## src/rtl/tpu_pkg.sv

```systemverilog
// Shared definitions for the systolic-array datapath: widths, int8 bounds,
// output modes and frame lengths used by the result drain stage.
package tpu_pkg;

    localparam int unsigned ACC_W          = 16;
    localparam int unsigned N_OUT          = 4;
    localparam int          INT8_MAX       = 127;
    localparam int          INT8_MIN       = -128;
    localparam int unsigned FRAME_LEN_RAW  = 8;
    localparam int unsigned FRAME_LEN_INT8 = 4;

    typedef enum logic [1:0] {
        MODE_RAW   = 2'b00,
        MODE_SAT8  = 2'b01,
        MODE_RELU8 = 2'b10,
        MODE_RSVD  = 2'b11
    } out_mode_t;

    typedef enum logic {
        ST_IDLE,
        ST_STREAM
    } stream_state_t;

    function automatic logic is_int8_mode(input out_mode_t m);
        return (m == MODE_SAT8) || (m == MODE_RELU8);
    endfunction

    // Reserved mode falls through to the raw frame length.
    function automatic logic [2:0] last_index(input out_mode_t m);
        return is_int8_mode(m) ? 3'(FRAME_LEN_INT8 - 1) : 3'(FRAME_LEN_RAW - 1);
    endfunction

endpackage

```

## src/rtl/int8_saturator.sv

```systemverilog
// Signed clamp of an accumulator value to int8, with optional ReLU applied
// before the clamp.
module int8_saturator
    import tpu_pkg::*;
#(
    parameter int unsigned ACC_W = tpu_pkg::ACC_W
) (
    input  logic signed [ACC_W-1:0] value,
    input  logic                    relu,
    output logic        [7:0]       result
);

    localparam logic signed [ACC_W-1:0] SAT_HI = ACC_W'(INT8_MAX);
    localparam logic signed [ACC_W-1:0] SAT_LO = ACC_W'(INT8_MIN);

    always_comb begin
        result = value[7:0];
        if (relu && value[ACC_W-1]) begin
            result = 8'h00;
        end else if (value > SAT_HI) begin
            result = 8'h7F;
        end else if (value < SAT_LO) begin
            result = 8'h80;
        end
    end

endmodule

```

## src/rtl/result_streamer.sv

```systemverilog
// Double-buffered drain stage: snapshots four accumulator results on capture
// and streams them as bytes under a valid/ready handshake.
module result_streamer
#(
    parameter int unsigned ACC_W = tpu_pkg::ACC_W,
    parameter int unsigned N_OUT = tpu_pkg::N_OUT
) (
    input  logic                   clk,
    input  logic                   rst,
    input  logic                   capture,
    input  logic [N_OUT*ACC_W-1:0] c_in,
    input  logic [1:0]             mode,
    input  logic                   flush,
    input  logic                   out_ready,
    output logic [7:0]             out_data,
    output logic                   out_valid,
    output logic                   out_last,
    output logic                   busy,
    output logic                   overrun
);

    import tpu_pkg::*;

    stream_state_t          state, state_next;
    logic [N_OUT*ACC_W-1:0] act_data, pend_data;
    out_mode_t              act_mode, pend_mode;
    logic                   pend_valid;
    logic [2:0]             idx, idx_next;
    logic                   overrun_q;

    logic xfer, frame_end;
    logic load_act_in, load_act_pend, load_pend, clr_pend, set_ovr, clr_ovr;

    assign xfer      = (state == ST_STREAM) && out_ready;
    assign frame_end = xfer && (idx == last_index(act_mode));

    always_ff @(posedge clk) begin
        if (rst) begin
            state <= ST_IDLE;
        end else begin
            state <= state_next;
        end
    end

    // A frame's final transfer frees the active slot in the same cycle, so a
    // coincident capture is always accepted there rather than counted as overrun.
    always_comb begin
        state_next    = state;
        idx_next      = idx;
        load_act_in   = 1'b0;
        load_act_pend = 1'b0;
        load_pend     = 1'b0;
        clr_pend      = 1'b0;
        set_ovr       = 1'b0;
        clr_ovr       = 1'b0;
        if (flush) begin
            state_next = ST_IDLE;
            idx_next   = '0;
            clr_pend   = 1'b1;
            clr_ovr    = 1'b1;
        end else begin
            case (state)
                ST_IDLE: begin
                    if (capture) begin
                        load_act_in = 1'b1;
                        idx_next    = '0;
                        state_next  = ST_STREAM;
                    end
                end
                ST_STREAM: begin
                    if (frame_end) begin
                        idx_next = '0;
                        if (pend_valid) begin
                            load_act_pend = 1'b1;
                            if (capture) begin
                                load_pend = 1'b1;
                            end else begin
                                clr_pend = 1'b1;
                            end
                        end else if (capture) begin
                            load_act_in = 1'b1;
                        end else begin
                            state_next = ST_IDLE;
                        end
                    end else begin
                        if (xfer) begin
                            idx_next = idx + 3'd1;
                        end
                        if (capture) begin
                            if (pend_valid) begin
                                set_ovr = 1'b1;
                            end else begin
                                load_pend = 1'b1;
                            end
                        end
                    end
                end
                default: state_next = ST_IDLE;
            endcase
        end
    end

    always_ff @(posedge clk) begin
        if (rst) begin
            act_data   <= '0;
            act_mode   <= MODE_RAW;
            pend_data  <= '0;
            pend_mode  <= MODE_RAW;
            pend_valid <= 1'b0;
            idx        <= '0;
            overrun_q  <= 1'b0;
        end else begin
            idx <= idx_next;
            if (load_act_in) begin
                act_data <= c_in;
                act_mode <= out_mode_t'(mode);
            end else if (load_act_pend) begin
                act_data <= pend_data;
                act_mode <= pend_mode;
            end
            if (load_pend) begin
                pend_data  <= c_in;
                pend_mode  <= out_mode_t'(mode);
                pend_valid <= 1'b1;
            end else if (clr_pend) begin
                pend_valid <= 1'b0;
            end
            if (clr_ovr) begin
                overrun_q <= 1'b0;
            end else if (set_ovr) begin
                overrun_q <= 1'b1;
            end
        end
    end

    logic [ACC_W-1:0] elems [N_OUT];
    logic [1:0]       elem_sel;
    logic [ACC_W-1:0] elem;
    logic [7:0]       sat_byte;
    logic             raw_mode;

    always_comb begin
        for (int unsigned i = 0; i < N_OUT; i++) begin
            elems[i] = act_data[i*ACC_W +: ACC_W];
        end
    end

    // Raw frames walk two bytes per element; int8 frames one byte per element.
    assign raw_mode = !is_int8_mode(act_mode);
    assign elem_sel = raw_mode ? idx[2:1] : idx[1:0];
    assign elem     = elems[elem_sel];

    int8_saturator #(
        .ACC_W(ACC_W)
    ) u_sat (
        .value  (elem),
        .relu   (act_mode == MODE_RELU8),
        .result (sat_byte)
    );

    assign out_data  = raw_mode ? (idx[0] ? elem[15:8] : elem[7:0]) : sat_byte;
    assign out_valid = (state == ST_STREAM);
    assign out_last  = out_valid && (idx == last_index(act_mode));
    assign busy      = (state == ST_STREAM) || pend_valid;
    assign overrun   = overrun_q;

endmodule

```

## config.mk

```make
export PLATFORM = sky130hd
export DESIGN_NAME = result_streamer
export DESIGN_NICKNAME = d
export VERILOG_FILES = /design/src/rtl/tpu_pkg.sv /design/src/rtl/int8_saturator.sv /design/src/rtl/result_streamer.sv
export SDC_FILE = /design/constraint.sdc
export NUM_CORES = 1
export LEC_CHECK = 0
export BUFFER_PORTS_ARGS = -buffer_cell sky130_fd_sc_hd__buf_2
export CORE_ASPECT_RATIO = 0.8
export CORE_MARGIN = 10
export CORE_UTILIZATION = 25
export CTS_BUF_LIST = sky130_fd_sc_hd__clkbuf_4 sky130_fd_sc_hd__clkbuf_8 sky130_fd_sc_hd__clkbuf_16
export DETAILED_ROUTE_END_ITERATION = 16
export PLACE_DENSITY_LB_ADDON = 0.12
export REMOVE_ABC_BUFFERS = 1
export SETUP_SLACK_MARGIN = 0.2
export SLEW_MARGIN = 5
export SYNTH_ARGS = -nofsm -noshare
export SYNTH_HDL_FRONTEND = slang
export SYNTH_HIERARCHICAL = 1
export SYNTH_SLANG_ARGS = --single-unit
```

## constraint.sdc

```tcl
create_clock -name clk -period 4 [get_ports clk]
set_input_delay 0.4 -clock clk [delete_from_list [all_inputs] [get_ports clk]]
set_output_delay 0.4 -clock clk [all_outputs]
set_load 0.02 [all_outputs]
```

# == After elaboration in Yosys (flattened, before gate mapping) ==
# Index checks and enable logic that the tools add are counted.
# classes
eq_ne,5
order_cmp,3
muxes,48
add_sub_neg,1
reduce_logical,11
bitwise,2
# op_table
operator,count
two-way mux 64 bit,2
two-way mux 8 bit,5
binary-select mux 16 bit (select 2 bit),1
two-way mux 16 bit,2
two-way mux 1 bit,28
"greater-than comparator 16 x 8 -> 1 bit, second input constant",1
"less-than comparator 16 x 8 -> 1 bit, second input constant",1
two-way mux 3 bit,4
two-way mux 2 bit,3
one-hot mux 3 bit (2 select lines),1
logical AND 1 bit,4
one-hot mux 1 bit (2 select lines),2
nonzero test 2 bit,2
OR reduction 2 bit,2
"adder 3 x 1 -> 3 bit, second input constant",1
== test 3 bit,1
"greater-or-equal comparator 3 bit, second input constant",1
"inequality test 3 x 1 -> 1 bit, second input constant",1
inverter 2 -> 3 bit,1
"== test 2 x 1 -> 1 bit, second input constant",1
"== test 2 bit, second input constant",1
logical OR 1 bit,2
"inequality test 2 bit, second input constant",1
AND reduction 2 bit,1
inverter 1 bit,1
# word_totals
inputBits,71
register_bits,138
output_inout_bits,12
elab_cells,78

# == Longest topological paths before layout ==
# Gate-level depths: netlist of the first run.
# depth
depth_word,12
depth_mapped,11
ltp_nobuf,9

# == Hierarchy ==
# The synthesis of the first run kept the hierarchy.
# by_module_without_submodules
module,cells_per_inst,area_each_um2,seq_area_each_um2,n_inst
result_streamer,751,6809.0,2762.6,1
int8_saturator,22,185.2,0.0,1

# == Worst setup path after synthesis of the first run ==
# No wires, ideal clock.
# synth_path
kind,reg-to-output
start,register act_mode[0]
end,output out_data[0]
path_buffers,2
required_ps,3600
slack_ps,413
path_stages_with_launch,11
t_arrival_ps,3187
path_cell_list,dfxtp_1 > inv_1 > ha_1 > buf_4 > mux2i_2 > buf_4 > mux4_2 > nor4_1 > nand2_1 > o211a_1 > a221o_1
# synth_between
elab_chain_cells,12
word_cells_on_any_way,16
cone_classes,2 x order compare; 2 x eq/ne; 9 x mux; 1 x bitwise; 2 x reduce/logical
# synth_rtl
element,line_no,source
from (decl),result_streamer.sv:26,"out_mode_t act_mode, pend_mode;"
from (signal assigned),result_streamer.sv:116,act_mode <= out_mode_t'(mode);
from (signal assigned),result_streamer.sv:119,act_mode <= pend_mode;
== test 2 x 1 -> 1 bit or == test 2 bit (tied branches),tpu_pkg.sv:25,return (m == MODE_SAT8) || (m == MODE_RELU8);
logical OR 1 bit *,tpu_pkg.sv:25,
two-way mux 2 bit *,result_streamer.sv:150,assign elem_sel = raw_mode ? idx[2:1] : idx[1:0];
inverter 2 -> 3 bit (implied by the code) *,result_streamer.sv:151,assign elem = elems[elem_sel];
binary-select mux 16 bit (select 2 bit) *,result_streamer.sv:151,
two-way mux 16 bit (implied by the code) * (2 in a row),result_streamer.sv:151,
net elem[13],result_streamer.sv:138,logic [ACC_W-1:0] elem;
less-than comparator 16 x 8 -> 1 bit,int8_saturator.sv:22,end else if (value < SAT_LO) begin
two-way mux 8 bit,int8_saturator.sv:22,
two-way mux 8 bit *,int8_saturator.sv:20,end else if (value > SAT_HI) begin
two-way mux 8 bit *,int8_saturator.sv:18,if (relu && value[ACC_W-1]) begin
net sat_byte[0],result_streamer.sv:139,logic [7:0] sat_byte;
two-way mux 8 bit *,result_streamer.sv:161,assign out_data = raw_mode ? (idx[0] ? elem[15:8] : elem[7:0]) : sat_byte;
to (decl),result_streamer.sv:15,"output logic [7:0] out_data,"
# Mark *: on every way through the listed nets, which the timed path passes. The rest lies on a longest branch. The select of a mux whose other input is x is not followed.

# == Worst setup path after layout of the first run ==
# layout_path
start,register act_mode[0]
end,output out_data[4]
# The elaborated chain is that of the path after synthesis.

==> run metrics, run 1 <==
worst vdd ir=0.0002913 V; clock-pin slew on the worst setup and hold paths=0.06 ns; Core ar.=0.02743 sq mm; RSZ-0062 raised after global routing=true; clock buffer depth=2; drt drc=0; largest net degree at the start of global routing=73; YS warnings=6; Diodes inserted=0; total power=3.636 mW; Clk Tree Root Cell=clkbuf_16; count of final setup violators=0; Max Cap Viol=0; final cycle utilization of the critical path=94.10%; Final min period=3.764 ns; share of post-route cells with drive strength above 1=21.27%; Max-slew headroom=39.74%; number of global-route vias before repair=5799; fin. max-slew vios=0; DR iter-0 viols=285; Leakage=3.250 nW; Worst EP arrival=3.36 ns; sequential area share after synthesis=39.50%; area delta synth->final=21.74%; final WL=22970 microns; Post-synth top cells=141 x nand2_1, 138 x dfxtp_1, 76 x mux2i_1, 76 x nor2_1, 72 x a221o_1; Synth Register Bits=138; Setup TNS Final=0 ns; Avg Inst Size Synth=9.048 sq um; first-pass GRT wire length=35440 microns; CP Capture Type=output pin; fmax=265.7 MHz; Hold WC Path Type=input pin to flop; Detailed Place HPWL=14570 microns; nets=898; Crit path required time=3.60 ns; top post-synthesis cells by area=dfxtp_1 39%, mux2i_1 11%, a221o_1 10%; number of flops mapped to enable cells by yosys=0; Synth area leader=dfxtp_1; Die Ht=169.6 microns; non-filler cells, final=1201; I/O Pins=83; Hold Vio Cnt, Final=0; pre-CTS setup slack=0.1315 ns; most frequent cell after synthesis=nand2_1; gr usage total=12.67%; H-tree levels=4; chip width=207.0 microns; clk sink count=138; Slew @ Worst Pin=0.9039 ns; Hold Buf Count CTS=0; Num CTS Buffers=17; CP max FO=7; placed cells=1163; initial core utilization=25.50%; Port Buffers=82; Clock Latency Late Sink=0.43 ns; share of the synthesized area in the top cell type=39.50%; RD Place Congestion=0.7807; Post-synth ARST share=0%; GRT Residual Overflow=0; WHS=0.2225 ns; Synth Flop Type=dfxtp_1; Power Density=427.0 mW/mm^2; Setup Skew=0.009659 ns; Synth Cell Area=0.006994 sq mm; DR WL/cell=19.12 microns; Die Footprint=0.03511 sq mm; status=finished clean; initial antenna violation count=1; Mapped Cells=773; Vias/cell=4.947; critical path class=flop to output pin; Final Worst Setup Slack=0.2362 ns; crit path launch type=flop; DR vias=5941; Pre-antenna DRT Iters=5; Yosys cell types=49; CTS tree=done; std cell rows=54; Final ANT Viol Nets=0
logic make-up (layout without fill, tap and decap cells):
logic type	Yosys count	in the layout	share of synthesized area [%]
flops	138	138	39.50
fa+ha+maj	2	2	0.3577
simple gates	327	327	20.47
buf+inv	84	148	5.886
xor+xnor	1	1	0.3936
mux	102	102	17.67
compound gates	119	119	15.72
cell type report:
class	count	area [sq um]
fill	2914	18920
inverter	12	47.55
tap	364	455.4
clock inverter	11	191.4
multi-input combinational	551	3924
sequential	138	2764
timing repair buffer	105	665.6
clock buffer	20	466.7
per-layer routing:
metal	up-vias	track usage, %	routed length (microns)
met5	-	0	12
met1	2871	17.93	12090
met2	115	18.78	9675
met4	2	2.946	156
li1	2941	-	-
met3	12	3.145	1033
flip-flops by register name, indices dropped and copies added (netlist names):
| name | count |
|---|---|
| pend_mode | 2 |
| idx | 3 |
| act_mode | 2 |
| out_valid | 1 |
| act_data | 64 |
| overrun | 1 |
| pend_data | 64 |
| pend_valid | 1 |
critical path, stage by stage, from the launching register on:
cell	delay, ns
dfxtp_2	0.33
inv_2	0.04
ha_4	0.30
mux2i_4	0.28
buf_6	0.16
mux4_2	0.54
nor4_4	0.35
nand2_4	0.14
o211a_1	0.24
a221o_1	0.39
buf_6	0.15
where the power goes:
group          switching [mW]  total [mW]  internal [mW]
combinational           0.222       0.385          0.163
clock                   0.640        1.79           1.15
sequential             0.0405        1.46           1.42
final timing paths:
path                      start            end  slack [ns]  cells past startpoint
hold / removal         c_in[21]  pend_data[21]        0.22                      3
hold reg to reg   pend_data[45]  pend_data[45]        0.46                      2
setup / recovery    act_mode[0]    out_data[4]        0.24                     10
setup reg to reg         idx[1]  pend_data[26]        1.12                      7
stage by stage:
step	instance area [sq um]	utilization [%]
after floorplan	6628	-
after global placement	7707	28.10
after detailed placement	7707	28.10
after CTS	8466	30.86
after global routing	8514	31.04
final	8514	31.04
layout by cell type (no fill, tap or decap), types with 5 or more instances in the layout:
master	count
mux4_2	16
buf_2	76
nor3b_1	7
nor2_1	75
buf_6	8
a221oi_1	6
o22ai_1	7
nor3_1	14
a221o_1	72
dfxtp_1	137
a21oi_1	8
buf_4	18
inv_1	9
mux2i_1	76
nand2b_1	8
bufinv_16	5
mux2_2	9
o211a_1	7
nand2_1	140
nand3_1	69
clkbuf_16	17
repair_timing:
item                                    in CTS  in global routing
pin swaps                                    6                 13
buffers inserted                             5                  2
endpoints found under the setup margin       7                  7
gates resized for setup                     12                 12
(Power assumes the default switching activity.)
==> run 2, diff against run 1 <==
RECOVER_POWER = 50   (was default)
==> run metrics, run 2 (synthesis results as in run 1) <==
Placed Area=0.007707 sq mm (unchanged); Final ANT Viol Nets=0 (unchanged); Core ar.=0.02743 sq mm (unchanged); r2r endpoint=act_data[15] (was pend_data[26]); Clock Latency Late Sink=0.43 ns (about the same); Max-slew headroom=-17.02% (was 39.74%); Port Buffers=82 (unchanged); clock buffer depth=2 (unchanged); number of global-route vias before repair=5799 (unchanged); area of the multi-input gates=0.003897 sq mm (was 0.003924 sq mm); Num CTS Buffers=17 (unchanged); Power Density=428.7 mW/mm^2 (was 427.0 mW/mm^2); fill cell count=2921 (was 2914); Vias/cell=4.962 (was 4.947); failing checks=capacitance limit, slew limit; clock-pin slew on the worst setup and hold paths=0.06 ns (about the same); Final Worst Setup Slack=0.1958 ns (was 0.2362 ns); Detailed Place HPWL=14570 microns (unchanged); fin. max-slew vios=139 (was 0); reg2reg setup slack=0.70 ns (was 1.12 ns); count of final setup violators=0 (unchanged); placed cells=1163 (unchanged); fmax=262.9 MHz (was 265.7 MHz); CP max FO=7 (unchanged); DR vias=5959 (was 5941); final instance area=0.008474 sq mm (was 0.008514 sq mm); worst vdd ir=0.0002896 V (was 0.0002913 V); critical path's slowest cell=mux4_2 (unchanged); crit path launch type=flop (unchanged); drt drc=0 (unchanged); Die Footprint=0.03511 sq mm (unchanged); CP peak stage delay=0.55 ns (was 0.54 ns); Max Cap Viol=2 (was 0); final WL=22940 microns (was 22970 microns); CTS tree=done (unchanged); final cycle utilization of the critical path=95.10% (was 94.10%); registers with the most flip-flops=act_data (64), pend_data (64), idx (3) (unchanged); Setup Skew=0.01065 ns (was 0.009659 ns); H-tree levels=4 (unchanged); gr usage total=12.67% (unchanged); Hold Vio Cnt, Final=0 (unchanged); register area=0.002763 sq mm (was 0.002764 sq mm); chip width=207.0 microns (unchanged); pre-CTS setup slack=0.1315 ns (unchanged); CP Capture Type=output pin (unchanged); I/O Pins=83 (unchanged); commonest cells after routing, fill and taps aside=140 x nand2_1, 138 x dfxtp_1, 76 x mux2i_1, 75 x nor2_1, 72 x a221o_1 (was 140 x nand2_1, 137 x dfxtp_1, 76 x mux2i_1, 76 x buf_2, 75 x nor2_1); Worst EP arrival=3.40 ns (was 3.36 ns); RD Place Congestion=0.7807 (unchanged); status=finished, violations left (was finished clean); RR Startpoint=act_mode[0] (was idx[1]); non-filler cells, final=1201 (unchanged); largest net degree at the start of global routing=73 (unchanged); crit path to=out_data[4] (unchanged); area delta synth->final=21.16% (was 21.74%); GRT Residual Overflow=0 (unchanged); RSZ-0062 raised after global routing=true (unchanged); clk sink count=138 (unchanged); nets=898 (unchanged); Hold WC Path Type=input pin to flop (unchanged); initial core utilization=25.50% (unchanged); share of post-route cells with drive strength above 1=20.19% (was 21.27%); Final min period=3.804 ns (was 3.764 ns); DR WL/cell=19.10 microns (was 19.12 microns); Leakage=3.210 nW (was 3.250 nW); Die Ht=169.6 microns (unchanged); Slew @ Worst Pin=1.755 ns (was 0.9039 ns); Finished Core Util=30.89% (was 31.04%); Critical Path, Cell by Cell=inv_1 > ha_4 > mux2i_4 > buf_6 > mux4_2 > nor4_4 > nand2_4 > o211a_1 > a221o_1 > buf_6 (was inv_2 > ha_4 > mux2i_4 > buf_6 > mux4_2 > nor4_4 > nand2_4 > o211a_1 > a221o_1 > buf_6); Diodes inserted=0 (unchanged); Crit path required time=3.60 ns (about the same); critical path's most frequent cell=buf_6 (unchanged); critical path class=flop to output pin (unchanged); Clk Tree Root Cell=clkbuf_16 (unchanged); initial antenna violation count=1 (unchanged); Pre-antenna DRT Iters=5 (unchanged); DR iter-0 viols=269 (was 285); Setup TNS Final=0 ns (unchanged); std cell rows=54 (unchanged); Worst Reg-to-Reg Cells=7 (unchanged); Crit. Startpoint=act_mode[0] (unchanged); first-pass GRT wire length=35440 microns (unchanged); commonest non-fill, non-tap cell in the layout=nand2_1 (unchanged)
[run 2: cell count changes in the layout (fill, tap and decap cells not counted), sizes merged]
cell and delta:
clkbuf +7, buf -7
[run 2: worst min path at each step]
stage / start / endpoint / cells after the start / slack [ns]
6_report: c_in[21] / pend_data[21] / 3 / 0.22
5_1_grt: c_in[19] / pend_data[19] / 3 / 0.21
4_1_cts: c_in[15] / pend_data[15] / 3 / 0.20
3_5_place_dp: pend_data[44] / pend_data[44] / 2 / 0.45
3_3_place_gp: pend_data[33] / pend_data[33] / 2 / 0.45
2_1_floorplan: pend_data[0] / pend_data[0] / 2 / 0.43
[run 2: repair_timing]
action | 4_1_cts | 5_1_grt
cloned | 0 | 0
gates resized for setup | 12 | 12
pin swaps | 6 | 13
setup buffers | 5 | 2
setup endpoints to repair | 7 | 7
hold buffers | 0 | 0
[run 2: final cells by class]
cell class                 count  area share (%)
sequential                   138           32.60
clock buffer                  20           5.507
tap                          364           5.374
timing repair buffer         105           7.707
clock inverter                11           2.259
inverter                      12          0.5611
multi-input combinational    551           45.99
[run 2: through the flow]
step           power, mW  hold slack (ns)
2_1_floorplan      1.689           0.4346
3_3_place_gp       1.859           0.4473
3_5_place_dp       1.856           0.4497
4_1_cts            3.675           0.2047
5_1_grt            3.761           0.2125
6_report           3.633           0.2250
[run 2: worst max-delay path, delay by kind of cell, from the launching register on]
kind	cells	cell delay (ns)
multiplexers	2	0.83
adder cells (fa/ha/maj)	1	0.31
flip-flops	1	0.33
buffers and inverters	3	0.38
AND/OR/NAND/NOR	2	0.49
AO/OA/AOI/OAI	2	0.64
[run 2: power by group]
part,internal (mW),switching (mW)
clock,1.15,0.641
sequential,1.42,0.0405
combinational,0.160,0.221
total,2.73,0.902
[run 2: per-layer routing]
layer  GRT usage (%)  wire length (microns)  vias to the layer above
li1                -                      -                     2947
met1           17.93                  12060                     2863
met2           18.78                   9639                      134
met3           3.145                   1075                       13
met4           2.946                    155                        2
met5               0                     12                        -
